$ cat src/rtl/pipeline_ctrl_pkg.sv
// Shared definitions for the pipeline hazard / memory-wait controller:
// FSM state encoding, default timeout and a width helper.
package pipeline_ctrl_pkg;

  // Register index width of the integer register file.
  localparam int REG_IDX_W = 5;

  // Default number of data-memory wait cycles tolerated before timeout.
  localparam int MAX_WAIT_DEF = 15;

  // Controller states: normal flow, waiting on data memory, timed out.
  typedef enum logic [1:0] {
    ST_RUN      = 2'd0,
    ST_MEM_WAIT = 2'd1,
    ST_ERR      = 2'd2
  } state_t;

  // Bits needed to hold a wait count from 0 up to max_wait inclusive.
  function automatic int wait_cnt_width(input int max_wait);
    if (max_wait < 1) begin
      return 1;
    end
    return $clog2(max_wait + 1);
  endfunction

endpackage

$ cat src/rtl/pipeline_ctrl_load_use.sv
// Load-use hazard detector: flags when the instruction in ID reads a
// register that the load currently in EX has not yet produced.
// Register x0 is hard-wired to zero, so it never creates a hazard.
module load_use_detect
  import pipeline_ctrl_pkg::*;
(
  input  logic [REG_IDX_W-1:0] id_rs1,
  input  logic [REG_IDX_W-1:0] id_rs2,
  input  logic                 id_uses_rs1,
  input  logic                 id_uses_rs2,
  input  logic [REG_IDX_W-1:0] ex_rd,
  input  logic                 ex_is_load,
  output logic                 hazard
);

  logic rd_live;
  logic hit_rs1;
  logic hit_rs2;

  // Compare each used source against a non-zero load destination.
  always_comb begin
    rd_live = ex_is_load && (ex_rd != '0);
    hit_rs1 = id_uses_rs1 && (id_rs1 == ex_rd);
    hit_rs2 = id_uses_rs2 && (id_rs2 == ex_rd);
    hazard  = rd_live && (hit_rs1 || hit_rs2);
  end

endmodule

$ cat src/rtl/pipeline_ctrl.sv
// Pipeline control unit: memory-wait freeze with timeout, branch/jump
// redirect flush and load-use stall, plus optional performance counters.
//
// Priority (highest first): reset, memory freeze (incl. ERR), redirect,
// load-use, normal flow. All control outputs are combinational from the
// current state and inputs; mem_err and the counters are registered.
//
// Build option: define PIPE_PERF_CNT_EN to implement stall_cnt, flush_cnt
// and wait_cnt. Without it those ports read constant zero and no counter
// registers exist.
//
// dbg_state exposes the FSM state for observation.
module pipeline_ctrl
  import pipeline_ctrl_pkg::*;
#(
  parameter int MAX_WAIT = MAX_WAIT_DEF,
  parameter int CNT_W    = 32
) (
  input  logic                 clk,
  input  logic                 rst_n,
  input  logic [REG_IDX_W-1:0] id_rs1,
  input  logic [REG_IDX_W-1:0] id_rs2,
  input  logic                 id_uses_rs1,
  input  logic                 id_uses_rs2,
  input  logic [REG_IDX_W-1:0] ex_rd,
  input  logic                 ex_is_load,
  input  logic                 ex_redirect,
  input  logic                 mem_req,
  input  logic                 mem_ready,
  output logic                 pc_we,
  output logic                 if_id_stall,
  output logic                 if_id_nop,
  output logic                 id_ex_nop,
  output logic                 be_hold,
  output logic                 mem_wb_bubble,
  output logic                 mem_err,
  output logic [CNT_W-1:0]     stall_cnt,
  output logic [CNT_W-1:0]     flush_cnt,
  output logic [CNT_W-1:0]     wait_cnt,
  output state_t               dbg_state
);

  localparam int WC_W = wait_cnt_width(MAX_WAIT);

  state_t          state;
  logic [WC_W-1:0] wait_ctr;
  logic            load_use;
  logic            frozen;

  load_use_detect u_load_use (
    .id_rs1      (id_rs1),
    .id_rs2      (id_rs2),
    .id_uses_rs1 (id_uses_rs1),
    .id_uses_rs2 (id_uses_rs2),
    .ex_rd       (ex_rd),
    .ex_is_load  (ex_is_load),
    .hazard      (load_use)
  );

  // Freeze decision: a fresh miss in RUN, any not-ready cycle while
  // waiting, and every cycle once timed out.
  always_comb begin
    frozen = 1'b1;
    case (state)
      ST_RUN:      frozen = mem_req && !mem_ready;
      ST_MEM_WAIT: frozen = !mem_ready;
      ST_ERR:      frozen = 1'b1;
      default:     frozen = 1'b1;
    endcase
  end

  // Control outputs in priority order; redirect masks load-use because
  // the younger instruction in ID is being discarded anyway.
  always_comb begin
    pc_we         = 1'b1;
    if_id_stall   = 1'b0;
    if_id_nop     = 1'b0;
    id_ex_nop     = 1'b0;
    be_hold       = 1'b0;
    mem_wb_bubble = 1'b0;
    if (!rst_n) begin
      pc_we         = 1'b0;
      if_id_nop     = 1'b1;
      id_ex_nop     = 1'b1;
      mem_wb_bubble = 1'b1;
    end else if (frozen) begin
      pc_we         = 1'b0;
      if_id_stall   = 1'b1;
      be_hold       = 1'b1;
      mem_wb_bubble = 1'b1;
    end else if (ex_redirect) begin
      if_id_nop = 1'b1;
      id_ex_nop = 1'b1;
    end else if (load_use) begin
      pc_we       = 1'b0;
      if_id_stall = 1'b1;
      id_ex_nop   = 1'b1;
    end
  end

  // Memory-wait FSM: counts consecutive not-ready cycles of one access
  // (the RUN cycle that detects the miss is wait 1) and traps into ERR
  // when another not-ready cycle arrives after MAX_WAIT waits.
  always_ff @(posedge clk or negedge rst_n) begin
    if (!rst_n) begin
      state    <= ST_RUN;
      wait_ctr <= '0;
      mem_err  <= 1'b0;
    end else begin
      case (state)
        ST_RUN: begin
          if (mem_req && !mem_ready) begin
            state    <= ST_MEM_WAIT;
            wait_ctr <= WC_W'(1);
          end
        end
        ST_MEM_WAIT: begin
          if (mem_ready) begin
            state    <= ST_RUN;
            wait_ctr <= '0;
          end else if (wait_ctr == WC_W'(MAX_WAIT)) begin
            state   <= ST_ERR;
            mem_err <= 1'b1;
          end else begin
            wait_ctr <= wait_ctr + WC_W'(1);
          end
        end
        ST_ERR: begin
          mem_err <= 1'b1;
        end
        default: begin
          state    <= ST_RUN;
          wait_ctr <= '0;
        end
      endcase
    end
  end

  assign dbg_state = state;

`ifdef PIPE_PERF_CNT_EN
  logic count_stall;
  logic count_flush;

  // Events that actually took effect this cycle.
  always_comb begin
    count_flush = !frozen && ex_redirect;
    count_stall = !frozen && !ex_redirect && load_use;
  end

  // Free-running event counters, wrapping at 2^CNT_W.
  always_ff @(posedge clk or negedge rst_n) begin
    if (!rst_n) begin
      stall_cnt <= '0;
      flush_cnt <= '0;
      wait_cnt  <= '0;
    end else begin
      if (count_stall) stall_cnt <= stall_cnt + CNT_W'(1);
      if (count_flush) flush_cnt <= flush_cnt + CNT_W'(1);
      if (frozen)      wait_cnt  <= wait_cnt + CNT_W'(1);
    end
  end
`else
  assign stall_cnt = '0;
  assign flush_cnt = '0;
  assign wait_cnt  = '0;
`endif

endmodule

$ cat config.mk
export PLATFORM = sky130hd
export DESIGN_NAME = pipeline_ctrl
export DESIGN_NICKNAME = d
export VERILOG_FILES = /design/src/rtl/pipeline_ctrl_pkg.sv /design/src/rtl/pipeline_ctrl_load_use.sv /design/src/rtl/pipeline_ctrl.sv
export SDC_FILE = /design/constraint.sdc
export NUM_CORES = 1
export LEC_CHECK = 0
export CORE_MARGIN = 3
export CORE_UTILIZATION = 32
export DETAILED_ROUTE_END_ITERATION = 6
export PLACE_DENSITY = 0.87
export SYNTH_ARGS = -nofsm -noshare
export SYNTH_HDL_FRONTEND = slang
export SYNTH_SLANG_ARGS = --single-unit
$ cat constraint.sdc
create_clock -name clk -period 3.4 [get_ports clk]
set_clock_uncertainty 0.2 [all_clocks]
set_input_delay 0.85 -clock clk [delete_from_list [all_inputs] [get_ports clk]]
set_output_delay 0.85 -clock clk [all_outputs]
set_load 0.02 [all_outputs]
### Yosys cells after proc, flatten, opt, wreduce, memory -nomap -nowiden

Cells that the tools add are included.

* bitwise operators: 1
* mux-type cells: 29
* reductions and logical operators: 13
* equality and inequality tests: 10
* add/sub/neg operators: 1

Operator list (count)
* $mux W1: 19
* $mux W4: 3
* $pmux W4 S3: 1
* $eq A5 B5 Y1: 2
* $reduce_and A3 Y1: 3
* $mux W2: 3
* $ne A2 B2 Y1 const B: 3
* $ne A3 B3 Y1 const B: 2
* $pmux W2 S3: 1
* $logic_and A1 B1 Y1: 5
* $reduce_bool A5 Y1: 1
* $add A4 B1 Y4 const B: 1
* $eq A4 B4 Y1 const B: 1
* $pmux W1 S2: 2
* $eq A2 B1 Y1 const B: 1
* $eq A2 B2 Y1 const B: 1
* $logic_not A2 Y1: 1
* $reduce_bool A2 Y1: 1
* $logic_not A1 Y1: 1
* $logic_or A1 B1 Y1: 1
* $not A1 Y1: 1

* bits in registers: 7
* output and inout port bits: 105
* logic and storage cells: 57

### Logic depth before layout (Yosys ltp)

* word-level depth: 8
* mapped depth: 5

### By module

Synthesis repeated with hierarchy kept, for this count alone.

* cell total of the unflattened synthesis: 163
* area, all modules: 1291.2 sq um

By module, submodules not included
* pipeline_ctrl: cells an instance 146, sequential area each 175.2 sq um, area each 1157.4 sq um, times used 1
* load_use_detect: cells an instance 17, sequential area each 0.0 sq um, area each 133.9 sq um, times used 1

### Worst setup path after synthesis

No wires, ideal clock.

* kind: input-to-output
* from: input port ex_rd[3]
* to: output port id_ex_nop
* stages on the path: 4
* required time: 2.350 ns
* arrival: 2.045 ns
* setup slack: 0.305 ns
* path buffers: 0
* cells stage by stage: xor2_1 > nor4_2 > a32oi_1 > o311ai_1

* cells in the longest elaborated chain, start to end: 8
* elaborated cells between the ends (all ways): 12
* those cells by class: eq/ne: 2; mux: 4; reduce/logical: 6

RTL lines
* start, declared: line pipeline_ctrl.sv:25 `input logic [REG_IDX_W-1:0] ex_rd,`
* $eq A5 B5 Y1 (on tied branches): line pipeline_ctrl_load_use.sv:23, pipeline_ctrl_load_use.sv:24
* $logic_and A1 B1 Y1 (on tied branches): line pipeline_ctrl_load_use.sv:23, pipeline_ctrl_load_use.sv:24
* $logic_or A1 B1 Y1: line pipeline_ctrl_load_use.sv:25 `hazard = rd_live && (hit_rs1 || hit_rs2);`
* $logic_and A1 B1 Y1 (*): line pipeline_ctrl_load_use.sv:25
* $mux W1 (*): line pipeline_ctrl.sv:94 `end else if (load_use) begin`
* $mux W1 (*): line pipeline_ctrl.sv:91 `end else if (ex_redirect) begin`
* $mux W1 (*): line pipeline_ctrl.sv:86 `end else if (frozen) begin`
* $mux W1 (*): line pipeline_ctrl.sv:81 `if (!rst_n) begin`
* end, declared: line pipeline_ctrl.sv:33 `output logic id_ex_nop,`

Mark *: on every way between the ends. The rest lies on a longest branch, timed or not.

### Worst setup path after layout

* from: input port mem_req
* to: output port if_id_nop

* cells in the longest elaborated chain, start to end: 4

RTL lines
* start, declared: line pipeline_ctrl.sv:28 `input logic mem_req,`
* $logic_and A1 B1 Y1: line pipeline_ctrl.sv:65 `ST_RUN: frozen = mem_req && !mem_ready;`
* $pmux W1 S2: line pipeline_ctrl.sv:64 `case (state)`
* $mux W1: line pipeline_ctrl.sv:86
* $mux W1: line pipeline_ctrl.sv:81
* end, declared: line pipeline_ctrl.sv:32 `output logic if_id_nop,`

No other way between the ends.

==> flow_summary.yaml <==
setup_path:
  worst_ep_arrival_time_ns: 2.28
  cp.required_ns: 2.35
  endpoint: "if_id_nop"
  crit_type: "input port to primary output"
  startpoint: "mem_req"
  rrSetupSlack_ns: 1.69
  start_kind: "input port"
  reg2reg_to: "dbg_state[0]"
  end_kind: "primary output"
  reg2reg_depth: 3
  r2r-start: "wait_ctr[0]"
  worst-path-max-fanout: 4
floorplan:
  initial_core_util: 0.337
  die_w_um: 68.8
  io_pins: 128
  die_height_um: 68.8
  die_area_mm2: 0.00473
  core_mm2: 0.00374
  row_count: 22
finish:
  multi_input_area_um2: 739
  areaGrowthSynthToFinish_pct: 8.72
  regArea_um2: 175
  antenna_cells: 0
  final_layout_size_suffix_gt1_frac: 0.111
  post-route-util: 0.367
  num-nets-final: 224
  nFillCells: 404
cts:
  cts_tree: "done"
  root_buffer: "clkbuf_8"
  htreeDepth: 1
  clk_latency_ns: 0.23
  cts_buffers: 3
  cts_buffer_depth: 2
  cts.sinks: 7
  cts_hold_buf: 0
  clk_pin_slew_ns: 0.04
synthesis:
  synth_seq_cells: 7
  synth_cell_types: 33
  synth-main-ff-cell: "dfrtp_1"
  synth.top_cells.by_count: "96 x buf_4, 8 x xor2_1, 7 x dfrtp_1, 7 x nand2_1"
  syn_area_per_cell_um2: 7.94
  synth_edf_count: 0
  yosys.area.top_type: "buf_4"
  post-synth-top-count-cell: "buf_4"
  synth.area.top_cells: "buf_4 57%, dfrtp_1 14%, xor2_1 5.6%"
  syn_inst: 159
  yosysWarnings: 0
  synth_area_mm2: 0.00126
  async_flop_share: 1.00
  seq_area_frac_synth: 0.139
  synth_top_area_frac: 0.571
power:
  swShare: 0.454
  power_switching_mw: 0.183
  clkPwrFrac: 0.288
  seqPwrFrac: 0.242
  cellPowerDensity_mw_per_mm2: 293
  ir_drop_mv: 0.116
  p_leak_nw: 0.751
  p_comb_frac: 0.470
  p_int_mw: 0.220
global_route:
  grt_max_degree: 13
  grt_util_all_layers: 0.0867
  grt_overflow: 0
  grt_pass1_vias: 709
  grt_pass1_wl_um: 3020
  antenna_found_initial: 0
timing:
  fmax_mhz: 301
  drv_slew: 0
  post-route-min-period_ns: 3.33
  rsz0062_at_grt: "yes"
  finalSetupViolations: 0
  finalHoldViolCount: 0
  finalWorstSetupSlack_ns: 0.0750
  finalCritPeriodShare: 0.978
placed_design:
  gp_congestion: 0.741
  io_buffer_count: 31
  pre_cts_ws_ns: -0.590
  dpl.hpwl_um: 2030
drt:
  wire_per_inst_um: 9.31
  drt_wl_total_um: 2300
  first_iter_violations: 65
  detail-route-antenna-nets: 0
  viasPerCell: 3.62
  vias: 895
  dr.pass1.iters: 4
  post-route-drc-count: 0
hold_path:
  hold_depth: 1
  hold_path_class: "flip-flop to flip-flop"
flow_run:
  maxCapViolations: 0
run_status:
  status: "complete, no violations"
-- cell type report --
cell class | count | area share
Timing Repair Buffer | 38 | 0.249
Sequential cell | 7 | 0.128
Inverter | 3 | 0.00820
Clock buffer | 4 | 0.0328
Multi-Input combinational cell | 147 | 0.539
Tap cell | 48 | 0.0438
-- metrics by stage --
| step | setup TNS, ns | hold WS, ns | power [mW] | std cells | instance area [µm²] |
|---|---|---|---|---|---|
| finish | 0 | 0.273 | 0.403 | 247 | 1370 |
| global placement | -2.03 | 0.257 | 0.283 | 242 | 1310 |
| global route | -0.0151 | 0.299 | 0.435 | 247 | 1370 |
| floorplan | 0 | 0.350 | 0.314 | 254 | 1620 |
| CTS | 0 | 0.274 | 0.401 | 247 | 1360 |
| detailed placement | -2.13 | 0.258 | 0.286 | 242 | 1310 |
-- what timing repair did --
| action | 4_1_cts | 5_1_grt |
|---|---|---|
| pin swaps | 6 | 4 |
| resized for setup | 25 | 10 |
| buffers inserted | 1 | 0 |
| endpoints found under the setup margin | 6 | 3 |
-- power by group through the flow --
stage                     clock network (mW)  registers [mW]  logic [mW]
final                                  0.116          0.0977       0.189
after global routing                   0.128          0.0987       0.207
after CTS                              0.119          0.0973       0.185
after detailed placement                   0          0.0983       0.188
after global placement                     0          0.0980       0.185
after floorplan                            0          0.0961       0.218
-- logic make-up after synthesis --
family                     count (synthesis)  synth area share
AOI/OAI and AO/OA                         19             0.106
and+or+nand+nor                           20            0.0823
muxes                                      1           0.00793
xor gates and xnor gates                  10            0.0694
DFF                                        7             0.139
buffers and inverters                    100             0.583
adders and majority gates                  1           0.00991
other                                      1           0.00297
-- state kept, by name, indices dropped and copies added (netlist names) --
name / flops
wait_ctr: 4
mem_err: 1
dbg_state: 2
-- metal layers --
| metal | global-route usage | up-vias | routed length (µm) |
|---|---|---|---|
| met5 | 0 | - | 0 |
| met4 | 0.0219 | 0 | 13 |
| met3 | 0.0324 | 5 | 341 |
| met2 | 0.168 | 84 | 1210 |
| met1 | 0.0856 | 394 | 734 |
| li1 | - | 412 | - |
-- layout by cell type (no fill, tap or decap), types with 4 or more instances in the layout --
cell             instances
nand2_1                  7
dlygate4sd2_1            9
xor2_1                   8
dfrtp_1                  7
conb_1                  96
a21oi_1                  4
clkdlybuf4s50_1         15
buf_4                    8
-- worst max-delay path, cell delays in order --
cell and delay [ns]:
clkdlybuf4s50_1 0.42, nor2_1 0.13, o21a_1 0.24, buf_4 0.16
nand2_1 0.08, nand2_1 0.07, dlygate4sd2_1 0.33
-- how the worst min path moves through the flow --
stage	start	to	slack, ns
after global routing	mem_err	mem_err	0.30
after detailed placement	mem_err	mem_err	0.26
after floorplan	rst_n	dbg_state[0]	0.35
after global placement	mem_err	mem_err	0.26
final	mem_err	mem_err	0.27
after CTS	mem_err	mem_err	0.27
Note: power is estimated with default switching activity, not from simulation.
